[src/rtl/uart_fifo.sv]
// uart_fifo: UART with a runtime baud divisor, TX/RX FIFOs and error flags.
// Build option: define UART_PARITY_EN to add a parity bit to every frame.
module uart_fifo #(
  parameter int NB_DATA  = 8,
  parameter int SB_TICK  = 16,
  parameter int DVSR_BIT = 11,
  parameter int FIFO_W   = 2
) (
  input  logic                i_clk,
  input  logic                i_rst,
  input  logic [DVSR_BIT-1:0] i_dvsr,
  input  logic                i_wr,
  input  logic [NB_DATA-1:0]  i_wr_data,
  output logic                o_tx_full,
  input  logic                i_rd,
  output logic [NB_DATA-1:0]  o_rd_data,
  output logic                o_rx_empty,
  output logic                o_rx_overrun,
  output logic                o_frame_err,
  output logic                o_parity_err,
  input  logic                i_parity_odd,
  input  logic                i_rx,
  output logic                o_tx
);

  localparam int DEPTH = 1 << FIFO_W;
  localparam int S_W   = (SB_TICK > 16) ? $clog2(SB_TICK) : 4;
  localparam int N_W   = $clog2(NB_DATA + 1);
  localparam logic [FIFO_W:0] FULL_CNT = {1'b1, {FIFO_W{1'b0}}};

  typedef enum logic [2:0] {ST_IDLE, ST_START, ST_DATA, ST_PARITY, ST_STOP} state_t;

  // ---------------- baud tick ----------------
  logic [DVSR_BIT-1:0] baud_cnt;
  logic                tick;

  assign tick = (baud_cnt >= i_dvsr);

  // Free-running divisor counter; wraps on every tick.
  always_ff @(posedge i_clk or posedge i_rst) begin
    if (i_rst)     baud_cnt <= '0;
    else if (tick) baud_cnt <= '0;
    else           baud_cnt <= baud_cnt + 1'b1;
  end

  // ---------------- rx synchroniser ----------------
  logic rx_meta, rx_sync;

  // Two-flop synchroniser; idles high like the line itself.
  always_ff @(posedge i_clk or posedge i_rst) begin
    if (i_rst) begin
      rx_meta <= 1'b1;
      rx_sync <= 1'b1;
    end else begin
      rx_meta <= i_rx;
      rx_sync <= rx_meta;
    end
  end

  // ---------------- tx fifo ----------------
  logic [NB_DATA-1:0] tx_mem [DEPTH];
  logic [FIFO_W-1:0]  tx_wptr, tx_rptr;
  logic [FIFO_W:0]    tx_count, tx_count_n;
  logic               tx_full, tx_empty, tx_pop, tx_do_push, tx_do_pop;
  logic [NB_DATA-1:0] tx_head;

  assign tx_head   = tx_mem[tx_rptr];
  assign o_tx_full = tx_full;

  // Accept push/pop only when legal; the count drives the registered flags.
  always_comb begin
    tx_do_push = i_wr && !tx_full;
    tx_do_pop  = tx_pop && !tx_empty;
    tx_count_n = tx_count + (FIFO_W+1)'(tx_do_push) - (FIFO_W+1)'(tx_do_pop);
  end

  // TX storage needs no reset; stale words are never read.
  always_ff @(posedge i_clk) begin
    if (tx_do_push) tx_mem[tx_wptr] <= i_wr_data;
  end

  // TX pointers, count and flags.
  always_ff @(posedge i_clk or posedge i_rst) begin
    if (i_rst) begin
      tx_wptr  <= '0;
      tx_rptr  <= '0;
      tx_count <= '0;
      tx_full  <= 1'b0;
      tx_empty <= 1'b1;
    end else begin
      if (tx_do_push) tx_wptr <= tx_wptr + 1'b1;
      if (tx_do_pop)  tx_rptr <= tx_rptr + 1'b1;
      tx_count <= tx_count_n;
      tx_full  <= (tx_count_n == FULL_CNT);
      tx_empty <= (tx_count_n == '0);
    end
  end

  // ---------------- tx fsm ----------------
  state_t             tx_state, tx_state_n;
  logic [S_W-1:0]     tx_s, tx_s_n;
  logic [N_W-1:0]     tx_n, tx_n_n;
  logic [NB_DATA-1:0] tx_b, tx_b_n;
  logic               tx_reg, tx_reg_n;
`ifdef UART_PARITY_EN
  logic               tx_par, tx_par_n;
`endif

  // TX state registers; the line output is registered so reset forces it high at once.
  always_ff @(posedge i_clk or posedge i_rst) begin
    if (i_rst) begin
      tx_state <= ST_IDLE;
      tx_s     <= '0;
      tx_n     <= '0;
      tx_b     <= '0;
      tx_reg   <= 1'b1;
`ifdef UART_PARITY_EN
      tx_par   <= 1'b0;
`endif
    end else begin
      tx_state <= tx_state_n;
      tx_s     <= tx_s_n;
      tx_n     <= tx_n_n;
      tx_b     <= tx_b_n;
      tx_reg   <= tx_reg_n;
`ifdef UART_PARITY_EN
      tx_par   <= tx_par_n;
`endif
    end
  end

  // TX next state; a frame is loaded from the FIFO in IDLE or straight from STOP.
  always_comb begin
    tx_state_n = tx_state;
    tx_s_n     = tx_s;
    tx_n_n     = tx_n;
    tx_b_n     = tx_b;
    tx_pop     = 1'b0;
`ifdef UART_PARITY_EN
    tx_par_n   = tx_par;
`endif
    case (tx_state)
      ST_IDLE: begin
        if (!tx_empty) begin
          tx_pop     = 1'b1;
          tx_b_n     = tx_head;
          tx_s_n     = '0;
          tx_state_n = ST_START;
`ifdef UART_PARITY_EN
          tx_par_n   = (^tx_head) ^ i_parity_odd;
`endif
        end
      end
      ST_START: begin
        if (tick) begin
          if (tx_s == S_W'(15)) begin
            tx_s_n     = '0;
            tx_n_n     = '0;
            tx_state_n = ST_DATA;
          end else tx_s_n = tx_s + 1'b1;
        end
      end
      ST_DATA: begin
        if (tick) begin
          if (tx_s == S_W'(15)) begin
            tx_s_n = '0;
            tx_b_n = tx_b >> 1;
            if (tx_n == N_W'(NB_DATA - 1)) begin
`ifdef UART_PARITY_EN
              tx_state_n = ST_PARITY;
`else
              tx_state_n = ST_STOP;
`endif
            end else tx_n_n = tx_n + 1'b1;
          end else tx_s_n = tx_s + 1'b1;
        end
      end
`ifdef UART_PARITY_EN
      ST_PARITY: begin
        if (tick) begin
          if (tx_s == S_W'(15)) begin
            tx_s_n     = '0;
            tx_state_n = ST_STOP;
          end else tx_s_n = tx_s + 1'b1;
        end
      end
`endif
      ST_STOP: begin
        if (tick) begin
          if (tx_s == S_W'(SB_TICK - 1)) begin
            tx_s_n = '0;
            if (!tx_empty) begin
              tx_pop     = 1'b1;
              tx_b_n     = tx_head;
              tx_state_n = ST_START;
`ifdef UART_PARITY_EN
              tx_par_n   = (^tx_head) ^ i_parity_odd;
`endif
            end else tx_state_n = ST_IDLE;
          end else tx_s_n = tx_s + 1'b1;
        end
      end
      default: tx_state_n = ST_IDLE;
    endcase
    case (tx_state_n)
      ST_START: tx_reg_n = 1'b0;
      ST_DATA:  tx_reg_n = tx_b_n[0];
`ifdef UART_PARITY_EN
      ST_PARITY: tx_reg_n = tx_par_n;
`endif
      default:  tx_reg_n = 1'b1;
    endcase
  end

  assign o_tx = tx_reg;

  // ---------------- rx fsm ----------------
  state_t             rx_state, rx_state_n;
  logic [S_W-1:0]     rx_s, rx_s_n;
  logic [N_W-1:0]     rx_n, rx_n_n;
  logic [NB_DATA-1:0] rx_b, rx_b_n;
  logic               rx_push, frame_err_n, frame_err_q;
`ifdef UART_PARITY_EN
  logic               rx_par, rx_par_n, parity_err_n, parity_err_q;
`else
  logic               unused_parity;
  assign unused_parity = i_parity_odd;
`endif

  // RX state registers plus the one-cycle error pulses.
  always_ff @(posedge i_clk or posedge i_rst) begin
    if (i_rst) begin
      rx_state     <= ST_IDLE;
      rx_s         <= '0;
      rx_n         <= '0;
      rx_b         <= '0;
      frame_err_q  <= 1'b0;
`ifdef UART_PARITY_EN
      rx_par       <= 1'b0;
      parity_err_q <= 1'b0;
`endif
    end else begin
      rx_state     <= rx_state_n;
      rx_s         <= rx_s_n;
      rx_n         <= rx_n_n;
      rx_b         <= rx_b_n;
      frame_err_q  <= frame_err_n;
`ifdef UART_PARITY_EN
      rx_par       <= rx_par_n;
      parity_err_q <= parity_err_n;
`endif
    end
  end

  // RX next state; samples mid-bit, framing error outranks parity error.
  always_comb begin
    rx_state_n  = rx_state;
    rx_s_n      = rx_s;
    rx_n_n      = rx_n;
    rx_b_n      = rx_b;
    rx_push     = 1'b0;
    frame_err_n = 1'b0;
`ifdef UART_PARITY_EN
    rx_par_n     = rx_par;
    parity_err_n = 1'b0;
`endif
    case (rx_state)
      ST_IDLE: begin
        if (!rx_sync) begin
          rx_s_n     = '0;
          rx_state_n = ST_START;
        end
      end
      ST_START: begin
        if (tick) begin
          if (rx_s == S_W'(7)) begin
            rx_s_n = '0;
            rx_n_n = '0;
            rx_state_n = rx_sync ? ST_IDLE : ST_DATA;
          end else rx_s_n = rx_s + 1'b1;
        end
      end
      ST_DATA: begin
        if (tick) begin
          if (rx_s == S_W'(15)) begin
            rx_s_n = '0;
            rx_b_n = {rx_sync, rx_b[NB_DATA-1:1]};
            if (rx_n == N_W'(NB_DATA - 1)) begin
`ifdef UART_PARITY_EN
              rx_state_n = ST_PARITY;
`else
              rx_state_n = ST_STOP;
`endif
            end else rx_n_n = rx_n + 1'b1;
          end else rx_s_n = rx_s + 1'b1;
        end
      end
`ifdef UART_PARITY_EN
      ST_PARITY: begin
        if (tick) begin
          if (rx_s == S_W'(15)) begin
            rx_s_n     = '0;
            rx_par_n   = rx_sync;
            rx_state_n = ST_STOP;
          end else rx_s_n = rx_s + 1'b1;
        end
      end
`endif
      ST_STOP: begin
        if (tick) begin
          if (rx_s == S_W'(SB_TICK - 1)) begin
            rx_s_n     = '0;
            rx_state_n = ST_IDLE;
            if (!rx_sync) frame_err_n = 1'b1;
`ifdef UART_PARITY_EN
            else if (((^rx_b) ^ i_parity_odd) != rx_par) parity_err_n = 1'b1;
`endif
            else rx_push = 1'b1;
          end else rx_s_n = rx_s + 1'b1;
        end
      end
      default: rx_state_n = ST_IDLE;
    endcase
  end

  assign o_frame_err = frame_err_q;
`ifdef UART_PARITY_EN
  assign o_parity_err = parity_err_q;
`else
  assign o_parity_err = 1'b0;
`endif

  // ---------------- rx fifo ----------------
  logic [NB_DATA-1:0] rx_mem [DEPTH];
  logic [FIFO_W-1:0]  rx_wptr, rx_rptr;
  logic [FIFO_W:0]    rx_count, rx_count_n;
  logic               rx_full, rx_empty, rx_do_push, rx_do_pop, overrun;

  assign o_rd_data    = rx_mem[rx_rptr];
  assign o_rx_empty   = rx_empty;
  assign o_rx_overrun = overrun;

  // Legal RX push/pop and the resulting occupancy.
  always_comb begin
    rx_do_push = rx_push && !rx_full;
    rx_do_pop  = i_rd && !rx_empty;
    rx_count_n = rx_count + (FIFO_W+1)'(rx_do_push) - (FIFO_W+1)'(rx_do_pop);
  end

  // RX storage is reset so the fall-through head reads 0 out of reset.
  always_ff @(posedge i_clk or posedge i_rst) begin
    if (i_rst) begin
      for (int i = 0; i < DEPTH; i++) rx_mem[i] <= '0;
    end else if (rx_do_push) begin
      rx_mem[rx_wptr] <= rx_b;
    end
  end

  // RX pointers, flags and the sticky overrun (a drop wins over a same-cycle read).
  always_ff @(posedge i_clk or posedge i_rst) begin
    if (i_rst) begin
      rx_wptr  <= '0;
      rx_rptr  <= '0;
      rx_count <= '0;
      rx_full  <= 1'b0;
      rx_empty <= 1'b1;
      overrun  <= 1'b0;
    end else begin
      if (rx_do_push) rx_wptr <= rx_wptr + 1'b1;
      if (rx_do_pop)  rx_rptr <= rx_rptr + 1'b1;
      rx_count <= rx_count_n;
      rx_full  <= (rx_count_n == FULL_CNT);
      rx_empty <= (rx_count_n == '0);
      if (rx_push && rx_full) overrun <= 1'b1;
      else if (rx_do_pop)     overrun <= 1'b0;
    end
  end

endmodule

[config.mk]
export PLATFORM = sky130hd
export DESIGN_NAME = uart_fifo
export DESIGN_NICKNAME = d
export VERILOG_FILES = /design/src/rtl/uart_fifo.sv
export SDC_FILE = /design/constraint.sdc
export NUM_CORES = 1
export LEC_CHECK = 0
export CAP_MARGIN = 20
export CORE_MARGIN = 5
export CORE_UTILIZATION = 40
export DETAILED_ROUTE_END_ITERATION = 8
export HOLD_SLACK_MARGIN = 0.12
export PLACE_DENSITY = 0.59
export SLEW_MARGIN = 20
export SYNTH_ARGS = -nofsm -noshare
export SYNTH_HDL_FRONTEND = slang
export SYNTH_SLANG_ARGS = --single-unit
[constraint.sdc]
create_clock -name i_clk -period 6.2 [get_ports i_clk]
set_input_delay 1.55 -clock i_clk [delete_from_list [all_inputs] [get_ports i_clk]]
set_output_delay 1.55 -clock i_clk [all_outputs]
set_load 0.01 [all_outputs]
Word level (Yosys, flattened, before mapping). Memory sizes are Yosys's and may differ from the RTL's. Cells that the tools add are included.

Flip-flop bits (word level): 104. Bits in writable memories: 32. Bits of input ports: 25. Output and inout bits: 14. Logic and storage cells: 184. Memories: 1.

Add/subtract/negate cells: 13. $lt $le $gt $ge: 4. Eq/ne operators: 34. Multiplexer cells: 72. Bitwise operators: 2. Reduce and logical (&&, ||, !) cells: 29.

Memories: tx_mem (words 4, width 8, rd ports 1, clocked after memory_dff 0, write ports 1, RTL line 61) `logic [NB_DATA-1:0] tx_mem [DEPTH];`.

Operators by type and width (number): 4-bit two-way mux (18); 8-bit two-way mux (8); 3-bit two-way mux (16); 2-bit != test, second input constant (17); 32-bit bitwise mux (1); 3-bit case mux with 4 select lines (2); 4-bit case mux with 2 select lines (3); 8-bit case mux with 3 select lines (1); 4-bit by 1-bit adder with 4-bit output, second input constant (4); 8-bit binary-select mux with 2-bit select (1); 8-bit demux with 2-bit select (1); 1-bit two-way mux (16); 3-bit == test, second input constant (4); 4-bit by 3-bit == test with 1-bit output, second input constant (3); 3-bit zero test (4); 4-bit case mux with 3 select lines (1); 6-bit AND reduction (2); 11-bit by 1-bit adder with 11-bit output, second input constant (1); 11-bit greater-or-equal comparator (1); 11-bit two-way mux (1); 3-bit by 1-bit == test with 1-bit output, second input constant (3); 3-bit by 2-bit == test with 1-bit output, second input constant (3); 2-bit by 1-bit adder with 2-bit output, second input constant (4); 4-bit == test, second input constant (2); other kinds (18) (37).

Logic depth before layout (Yosys ltp).
Word-level depth: 8. Depth in mapped cells: 15. Gate-level depth less buffers: 15.

Worst setup path after synthesis. No wires, ideal clock.

Path kind: input to register. Start point: input i_dvsr[8]. End point: register rx_full. Library setup time: 88 ps. Arrival time: 4382 ps. Required time: 6112 ps. Setup slack: 1730 ps. Cell stages on the path: 15. Path buffers: 0. Cell sequence: inv_1 -> ha_1 -> a211oi_1 -> nor2_1 -> nor3_1 -> a2111oi_4 -> inv_1 -> ha_1 -> inv_1 -> ha_1 -> inv_1 -> fa_1 -> xnor2_1 -> xnor2_1 -> nor3b_1.

Cells in the longest elaborated chain, start to end: 7.

Ends and longest elaborated chain: start, declared (RTL line 11) `input logic [DVSR_BIT-1:0] i_dvsr,`; 11-bit greater-or-equal comparator (RTL line 37) `assign tick = (baud_cnt >= i_dvsr);`; 1-bit two-way mux (RTL line 310) `if (tick) begin`; 1-bit two-way mux (RTL line 267) `case (rx_state)`; 1-bit logical AND (RTL line 345) `rx_do_push = rx_push && !rx_full;`; 3-bit by 1-bit adder with 3-bit output (RTL line 347) `rx_count_n = rx_count + (FIFO_W+1)'(rx_do_push) - (FIFO_W+1)'(rx_do_pop);`; 3-bit by 1-bit subtractor with 3-bit output (RTL line 347); named net rx_count_n[2] (RTL line 336) `logic [FIFO_W:0] rx_count, rx_count_n;`; 3-bit == test (RTL line 372) `rx_full <= (rx_count_n == FULL_CNT);`; end signal, assigned (RTL line 372); end, declared (RTL line 337) `logic rx_full, rx_empty, rx_do_push, rx_do_pop, overrun;`.

The timed path passes the listed nets, and every way through them passes these cells. A chain may end at the register's enable or synchronous reset.

Worst setup path after layout.
Start point: input i_dvsr[5]. End point: register rx_full.

The elaborated chain is that of the path after synthesis.

==> out/qor.txt <==
outcome: finished clean
global route total overflow: 0
CP endpoint kind: flip-flop
synth-to-layout area growth: 19.2%
worst path arrival time: 5230 ps
drt wl/cell: 15.0 um
Final Hold Viols: 0
gp weighted congestion: 0.838
top-area cell type share of the netlist area: 0.385
Hold EP: rx_sync
DIE AREA: 18700 um^2
CTS clk-pin slew, worst paths: 60 ps
DRT Pass-1 Iters: 4
Req. time, crit path: 6530 ps
fmax: 0.204 GHz
Post-Syn Area: 6430 um^2
Yosys cell types: 62
RSZ-0062 raised after global routing: no
Sink Count: 136
Power Density: 363 nW/um^2
Core Region: 15800 um^2
Setup TNS: 0 ps
Lkg Pwr: 3.37 nW
area leader, netlist: dfrtp_1
Final Cycle Share: 0.790
Initial Util: 0.406
Syn Nets: 560
global-route wire length before repair: 20600 um
count of final setup violators: 0
VDD IR max: 0.229 mV
Worst-Skew Late Latency: 420 ps
synth top area cells: dfrtp_1 39%, edfxtp_1 15%, mux2_2 7.0%
Reg2Reg Setup Slack: 2490 ps
layout net count: 606
worst min-delay path startpoint: rx_meta
vias: 3996
TritonCTS clock tree: yes
Setup CP Type: in2reg
clock skew: 9.83 ps
pin count of the biggest net entering global routing: 75
RR Startpoint: baud_cnt[3]
Main synth FF type: dfrtp_1
chip height: 137 um
final max-slew violation count: 0
Ant. Diodes: 0
Final ANT Viol Nets: 0
Reg2Reg Depth: 15
H-tree levels: 4
Via density: 5.12
DPL Wire Length: 7980 um
cts repair resizes: 0
PortBufs: 36
Die X: 137 um
Hold Crit Class: reg2reg
CTS Buf Count: 17
Worst Tran Pin Value: 918 ps
vias in the first global route: 4317
CP Launch Type: primary input
post-synthesis async set-or-reset flop share: 0.765
Post-CTS Setup Inserts: 0
Syn. warnings: 0
Post-synth EDFFs: 32
post-synthesis cell count: 505
Routed WL: 11700 um
worst r2r dst: rx_full
iteration-0 DRC count of the detailed router: 168
ratio of cells with drive above 1 in the final layout: 0.193
Slew headroom: 0.388
crit path time final: 4900 ps
maxcap violations: 0
CTS root buffer: clkbuf_16
Tot GR Track Use: 0.140
top fanout value on the critical path: 8
#FFs+latches synth: 136
FP Rows: 46
DRC violations left: 0
sequential fraction of the synthesis area: 0.555
initial antenna violation count: 0
Clock Path Buffers: 2
Hold-fix buffers, CTS: 0
filler cell count: 1402
Hold Crit Depth: 0
Post-Syn Area per Cell: 12.7 um^2
I/O pins: 39
tightest hold margin: 361 ps
-- through the flow --
stage / power, mW / util / area, um^2 / setup WS [ps] / cells
after global routing: 2.96 / 0.484 / 7670 / 806 / 780
after global placement: 1.73 / 0.445 / 7040 / 898 / 748
after detailed placement: 1.76 / 0.445 / 7040 / 830 / 748
after floorplan: 1.61 / - / 6430 / 1730 / 505
after CTS: 2.83 / 0.484 / 7670 / 1250 / 780
final: 2.79 / 0.484 / 7670 / 1300 / 780
-- placed cells by master, fill, tap and decap left out, types with 7 or more instances in the layout --
cell type / count
dfrtp_1: 99
mux2_2: 40
clkdlybuf4s50_1: 36
nor2_1: 33
edfxtp_1: 32
inv_1: 30
ha_1: 28
nand2_1: 25
o21ai_0: 21
clkbuf_16: 17
mux4_2: 16
a21oi_1: 13
xnor2_1: 13
nand3_1: 12
a22o_1: 10
nor3_1: 8
a21o_1: 8
nand2b_1: 7
and2_1: 7
xor2_1: 7
-- kinds of logic after synthesis --
group	after synthesis	synth area share
flip-flops	136	0.555
AND/OR/NAND/NOR	131	0.106
AO/OA/AOI/OAI	82	0.0907
multiplexers	60	0.133
buffers and inverters	45	0.0274
adder cells (fa/ha/maj)	30	0.0607
XOR/XNOR	20	0.0272
other	1	0.000583
-- registers in the layout, summed over array words and instances, names as in the netlist, 3 cells and up --
name / flops
tx_s: 4
tx_count: 3
rx_state: 3
baud_cnt: 11
tx_mem: 32
rx_s: 4
tx_state: 3
rx_count: 3
tx_n: 4
rx_n: 4
tx_b: 8
rx_mem: 32
rx_b: 8
-- critical path, cell delays in order --
cell and delay [ps]:
clkdlybuf4s50_1 450, inv_1 40, ha_1 280, nand4_1 140, a21oi_1 230, o21ai_1 100
buf_4 170, a2111oi_4 640, inv_1 110, ha_1 290, inv_1 50, ha_1 140
inv_1 50, fa_1 370, xnor2_1 150, xnor2_1 230, nor3b_1 230
-- how the worst max path moves through the flow --
| stage | startpoint | to | slack, ps | cells past startpoint |
|---|---|---|---|---|
| floorplan | i_dvsr[8] | rx_full | 1730 | 15 |
| detailed placement | i_dvsr[5] | rx_full | 830 | 17 |
| global placement | i_dvsr[4] | rx_full | 900 | 17 |
| CTS | i_dvsr[5] | rx_full | 1250 | 17 |
| finish | i_dvsr[5] | rx_full | 1300 | 17 |
| global route | i_dvsr[4] | rx_full | 810 | 17 |
-- where the power goes --
part	total, mW	leakage, nW	internal, mW	switching (mW)
registers	1.22	1.64	1.07	0.144
logic	0.511	1.44	0.257	0.254
clock network	1.06	0.293	0.675	0.384
-- area by class of cell --
class                      instances  area, um^2  area share
clock buffer                      18         429      0.0560
tap                              216         270      0.0353
sequential                       136        3570       0.466
inverter                          31         119      0.0155
clock inverter                    14         195      0.0255
multi-input combinational        324        2690       0.350
timing repair buffer              41         398      0.0519
-- metal layers --
metal,wire length [um],up-vias,global-route usage,share of wire
met5,0,-,0,0
met4,170,0,0.0549,0.015
met3,364,14,0.0390,0.031
met2,5560,53,0.224,0.48
met1,5600,2002,0.182,0.48
li1,-,1927,-,-
-- synthesized netlist by cell type (12+ instances only) --
master,instances
a21oi_1,13
nand2_1,25
inv_1,31
edfxtp_1,32
mux2_2,40
mux4_2,16
dfrtp_1,99
o21ai_0,21
xnor2_1,13
nor2_1,33
ha_1,28
nand3_1,12
(Power assumes the default switching activity.)
